### config.mk
export PLATFORM = sky130hd
export DESIGN_NAME = uart_tx
export DESIGN_NICKNAME = d
export VERILOG_FILES = /design/src/rtl/uart_tx.sv
export SDC_FILE = /design/constraint.sdc
export NUM_CORES = 1
export LEC_CHECK = 0
export ABC_AREA = 1
export CAP_MARGIN = 20
export CORE_AREA = 5 5 96 98
export DETAILED_ROUTE_END_ITERATION = 16
export DIE_AREA = 0 0 101 103
export DONT_BUFFER_PORTS = 1
export PLACE_DENSITY = 0.66
export SYNTH_ARGS = -nofsm -noshare
export SYNTH_HDL_FRONTEND = slang
export SYNTH_SLANG_ARGS = --single-unit
### constraint.sdc
create_clock -name clk_i -period 4.4 [get_ports clk_i]
set_clock_uncertainty 0.2 [all_clocks]
set_input_delay 0.44 -clock clk_i [delete_from_list [all_inputs] [get_ports clk_i]]
set_output_delay 0.44 -clock clk_i [all_outputs]
set_load 0.05 [all_outputs]
### src/rtl/uart_tx.sv
// uart_tx: FIFO-buffered 8N1 serial transmitter for the SoC UART peripheral.
// Optional even-parity bit between data and stop when UART_TX_PARITY_EN is defined.
//
// state  | meaning
// IDLE   | line high, waiting for a buffered byte
// START  | start bit (low) for one bit time
// DATA   | 8 data bits, LSB first
// PARITY | even parity of the data byte (UART_TX_PARITY_EN only)
// STOP   | stop bit (high); pops the next byte here for gap-free frames
module uart_tx #(
    parameter int CLK_FREQ_HZ = 50_000_000,
    parameter int BAUD        = 115_200,
    parameter int FIFO_DEPTH  = 8
) (
    input  logic                          clk_i,
    input  logic                          rst_i,
    input  logic                          wr_valid_i,
    input  logic [7:0]                    wr_data_i,
    output logic                          wr_ready_o,
    output logic                          busy_o,
    output logic [$clog2(FIFO_DEPTH):0]   fifo_count_o,
    output logic                          tx_o
);

    localparam int CLKS_PER_BIT = CLK_FREQ_HZ / BAUD;
    localparam int PW           = $clog2(FIFO_DEPTH);
    localparam int CW           = (CLKS_PER_BIT > 1) ? $clog2(CLKS_PER_BIT) : 1;

    localparam logic [CW-1:0] BAUD_LAST = CW'(CLKS_PER_BIT - 1);
    localparam logic [PW:0]   FIFO_FULL = (PW + 1)'(FIFO_DEPTH);

    typedef enum logic [2:0] {
        IDLE,
        START,
        DATA,
        PARITY,
        STOP
    } state_t;

    state_t        state;
    logic [CW-1:0] baud_cnt;
    logic [2:0]    bit_idx;
    logic [7:0]    shift;
`ifdef UART_TX_PARITY_EN
    logic          parity;
`endif

    logic [7:0]    mem [FIFO_DEPTH];
    logic [PW-1:0] wr_ptr;
    logic [PW-1:0] rd_ptr;
    logic          push;
    logic          pop;
    logic          bit_done;

    assign wr_ready_o = (fifo_count_o != FIFO_FULL);
    assign push       = wr_valid_i && wr_ready_o;
    assign bit_done   = (baud_cnt == BAUD_LAST);
    assign pop        = (fifo_count_o != '0) &&
                        ((state == IDLE) || ((state == STOP) && bit_done));

    always_ff @(posedge clk_i) begin
        if (push) begin
            mem[wr_ptr] <= wr_data_i;
        end
    end

    // Pointers are PW bits wide, so they wrap modulo FIFO_DEPTH on their own.
    always_ff @(posedge clk_i or posedge rst_i) begin
        if (rst_i) begin
            wr_ptr       <= '0;
            rd_ptr       <= '0;
            fifo_count_o <= '0;
        end else begin
            if (push) begin
                wr_ptr <= wr_ptr + 1'b1;
            end
            if (pop) begin
                rd_ptr <= rd_ptr + 1'b1;
            end
            case ({push, pop})
                2'b10:   fifo_count_o <= fifo_count_o + 1'b1;
                2'b01:   fifo_count_o <= fifo_count_o - 1'b1;
                default: fifo_count_o <= fifo_count_o;
            endcase
        end
    end

    // tx_o is registered from the current state, so the line lags the FSM by one clock.
    always_ff @(posedge clk_i or posedge rst_i) begin
        if (rst_i) begin
            state    <= IDLE;
            baud_cnt <= '0;
            bit_idx  <= '0;
            shift    <= '0;
            tx_o     <= 1'b1;
            busy_o   <= 1'b0;
`ifdef UART_TX_PARITY_EN
            parity   <= 1'b0;
`endif
        end else begin
            busy_o <= (state != IDLE) || (fifo_count_o != '0);
            case (state)
                IDLE: begin
                    tx_o     <= 1'b1;
                    baud_cnt <= '0;
                    if (pop) begin
                        shift <= mem[rd_ptr];
`ifdef UART_TX_PARITY_EN
                        parity <= ^mem[rd_ptr];
`endif
                        state <= START;
                    end
                end
                START: begin
                    tx_o <= 1'b0;
                    if (bit_done) begin
                        baud_cnt <= '0;
                        bit_idx  <= '0;
                        state    <= DATA;
                    end else begin
                        baud_cnt <= baud_cnt + 1'b1;
                    end
                end
                DATA: begin
                    tx_o <= shift[0];
                    if (bit_done) begin
                        baud_cnt <= '0;
                        shift    <= {1'b0, shift[7:1]};
                        bit_idx  <= bit_idx + 1'b1;
                        if (bit_idx == 3'd7) begin
`ifdef UART_TX_PARITY_EN
                            state <= PARITY;
`else
                            state <= STOP;
`endif
                        end
                    end else begin
                        baud_cnt <= baud_cnt + 1'b1;
                    end
                end
`ifdef UART_TX_PARITY_EN
                PARITY: begin
                    tx_o <= parity;
                    if (bit_done) begin
                        baud_cnt <= '0;
                        state    <= STOP;
                    end else begin
                        baud_cnt <= baud_cnt + 1'b1;
                    end
                end
`endif
                STOP: begin
                    tx_o <= 1'b1;
                    if (bit_done) begin
                        baud_cnt <= '0;
                        if (pop) begin
                            shift <= mem[rd_ptr];
`ifdef UART_TX_PARITY_EN
                            parity <= ^mem[rd_ptr];
`endif
                            state <= START;
                        end else begin
                            state <= IDLE;
                        end
                    end else begin
                        baud_cnt <= baud_cnt + 1'b1;
                    end
                end
                default: begin
                    tx_o     <= 1'b1;
                    baud_cnt <= '0;
                    state    <= IDLE;
                end
            endcase
        end
    end

endmodule

==> flow_metrics.env <==
export IMPL_via_per_inst=5.22
export IMPL_die_h_um=103
export IMPL_postCtsSetupRepairBufs=0
export IMPL_worstSetupStartpointType="flop"
export IMPL_postSynth_asyncResetShare_pct=35.4
export IMPL_path_clk_slew_ns=0.10
export IMPL_rsz0062_at_grt="false"
export IMPL_crit_fanout=6
export IMPL_fmax_ghz=0.314
export IMPL_synth_top_area_share_pct=43.6
export IMPL_synthTopCellsByCount="160 x nand2_1, 64 x edfxtp_1, 53 x nand3_1"
export IMPL_r2r_slack_ns=1.21
export IMPL_num_fill_cells=735
export IMPL_gp_congestion=0.884
export IMPL_status="complete, no violations"
export IMPL_yosys_warnings=0
export IMPL_cts_resized=0
export IMPL_start_util_pct=52.6
export IMPL_worstPathRequired_ns=4.49
export IMPL_synth_fa_ha_area_share_pct=2.56
export IMPL_hp_class="in -> reg"
export IMPL_vias=2925
export IMPL_synth_simple_gate_area_share_pct=24.8
export IMPL_route_detailed_drc=0
export IMPL_dp_hpwl_um=5840
export IMPL_synth_mux_area_share_pct=0
export IMPL_grt_max_degree=36
export IMPL_chipWidth_um=101
export IMPL_port_buffers=0
export IMPL_synth_xor_area_share_pct=2.19
export IMPL_numCtsBuffers=9
export IMPL_grt_pass1_vias=2871
export IMPL_hold_viol=0
export IMPL_powerDensity_nw_per_um2=657
export IMPL_synth_top_family_by_area="simple AND/OR/NAND/NOR gates"
export IMPL_nNetsFinal=467
export IMPL_ys_ff_latch=99
export IMPL_cts_root_buffer="clkbuf_8"
export IMPL_synth_cells=438
export IMPL_drive_gt1_share_pct=7.96
export IMPL_relSlewSlack_pct=57.4
export IMPL_p_leak_nw=2.05
export IMPL_area_delta_synth_final_pct=9.03
export IMPL_period_minus_slack_ns=3.19
export IMPL_synth_fp_nets=458
export IMPL_worstMarginPinSlew_ns=0.637
export IMPL_max_vdd_ir_drop_mv=0.261
export IMPL_drv_cap=0
export IMPL_diodes=0
export IMPL_track_usage_pct=18.3
export IMPL_ys_top_cells_by_area="edfxtp_1 44%, dfrtp_1 19%, nand2_1 14%"
export IMPL_end_kind="flop"
export IMPL_yosysSeqAreaShare_pct=63.6
export IMPL_fin_worst_hold_slack_ns=0.195
export IMPL_yosysMostFrequentCell="nand2_1"
export IMPL_synth_enable_flop_cells=64
export IMPL_synth_cell_types=29
export IMPL_placed_cells=535
export IMPL_synth_compound_area_share_pct=2.33
export IMPL_grt_ovfl_total=0
export IMPL_grt_first_pass_wirelength_um=14300
export IMPL_final_cell_count_no_fill=560
export IMPL_critPathKind="reg -> reg"
export IMPL_dieArea_um2=10400
export IMPL_clock_latency_ns=0.36
export IMPL_design_portCount=18
export IMPL_fin_setup_tns_ns=0
export IMPL_fin_crit_sh_pct=72.4
export IMPL_drv_slew=0
export IMPL_worstPathArrival_ns=3.28
export IMPL_synthFlopType="edfxtp_1"
export IMPL_routed_wl_um=8760
export IMPL_synth_area_um2=4400
export IMPL_drtAntennaViolNets=0
export IMPL_dr_pass1_iters=4
export IMPL_syn_area_per_cell_um2=10.1
export IMPL_htreeDepth=3
export IMPL_core_area_um2=8380
export IMPL_cts_buffer_depth=2
export IMPL_rows=34
export IMPL_cts_tree="built"
export IMPL_yosysTopAreaCell="edfxtp_1"
export IMPL_setup_violations=0
export IMPL_clkSinkCount=99
export IMPL_grt_antenna_before_repair=0
export IMPL_wl_per_cell_um=15.6
export IMPL_first_iter_violations=203
[repair_timing]
| action | CTS | global route |
|---|---|---|
| hold buffers | 9 | 0 |
| endpoints found under the hold margin | 98 | 0 |
| endpoints found under the setup margin | 0 | 0 |
[report_power, final]
part | switching, mW | internal [mW]
Combinational | 0.726 | 0.335
Sequential | 0.234 | 1.20
Clock | 0.333 | 0.330
Total | 1.29 | 1.86
[worst max-delay path, stage by stage, from the launching register on]
cell and delay (ns):
dfrtp_1 0.63, nor2_1 0.29, nand3_1 0.47, nand2_1 0.41, ha_1 0.28, xor2_1 0.25
ha_1 0.19, a21oi_1 0.05, xor2_1 0.19, o21ai_0 0.15
[cells by family after synthesis]
logic type	after synthesis
flops	99
xor+xnor	11
fa+ha+maj	9
buf+inv	48
simple gates	255
compound gates	16
[sequential cells by signal, summed over array words and instances, names as in the netlist]
register	count
bit_idx	3
mem	64
state	3
wr_ptr	3
rd_ptr	3
baud_cnt	9
tx_o	1
busy_o	1
fifo_count_o	4
shift	8
[placed cells by master, fill, tap and decap left out, drive strengths merged, types with 5 or more instances in the layout]
| cell | instances |
|---|---|
| nand2 | 166 |
| dfrtp | 34 |
| nand4 | 5 |
| xor2 | 9 |
| edfxtp | 64 |
| nor2 | 26 |
| dlygate4sd3 | 9 |
| o21ai | 9 |
| nand3 | 54 |
| clkbuf | 9 |
| inv | 39 |
| ha | 9 |
[per-stage QoR]
stage / worst slack (ns) / total power, mW / util, % / area (um2)
2_1_floorplan: 1.57 / 2.27 / - / 4400
3_3_place_gp: 1.31 / 2.47 / 53.5 / 4480
3_5_place_dp: 1.21 / 2.49 / 53.5 / 4480
4_1_cts: 1.19 / 3.17 / 57.3 / 4800
5_1_grt: 1.01 / 3.39 / 57.3 / 4800
6_report: 1.21 / 3.16 / 57.3 / 4800
[metal layers]
layer  routed length [um]  up-vias  GRT usage [%]  share of wire (%)
li1                     -     1457              -                  -
met5                    0        -              0                  0
met3                  522       10           3.25                6.0
met2                 4570       64           32.8                 52
met4                  103        0           5.62                1.2
met1                 3560     1394           22.7                 41
[area by class of cell]
type / count / area [um2] / share of cell area [%]
Sequential cell: 99 / 2800 / 58.3
Tap cell: 108 / 135 / 2.81
Timing Repair Buffer: 11 / 105 / 2.19
Multi-Input combinational cell: 291 / 1400 / 29.2
Clock inverter: 7 / 105 / 2.19
Inverter: 35 / 131 / 2.74
Clock buffer: 9 / 124 / 2.58
[final timing paths]
kind                                       from  depth (start not counted)         endpoint
worst max-delay path            fifo_count_o[0]                          9  fifo_count_o[2]
worst min-delay path                 wr_valid_i                          3        wr_ptr[0]
worst max register to register  fifo_count_o[0]                          9  fifo_count_o[2]
worst min register to register      baud_cnt[0]                          1      baud_cnt[0]
max in group asynchronous                 rst_i                          3             tx_o
min in group asynchronous                 rst_i                          3      baud_cnt[3]
Note: power is estimated with default switching activity, not from simulation.
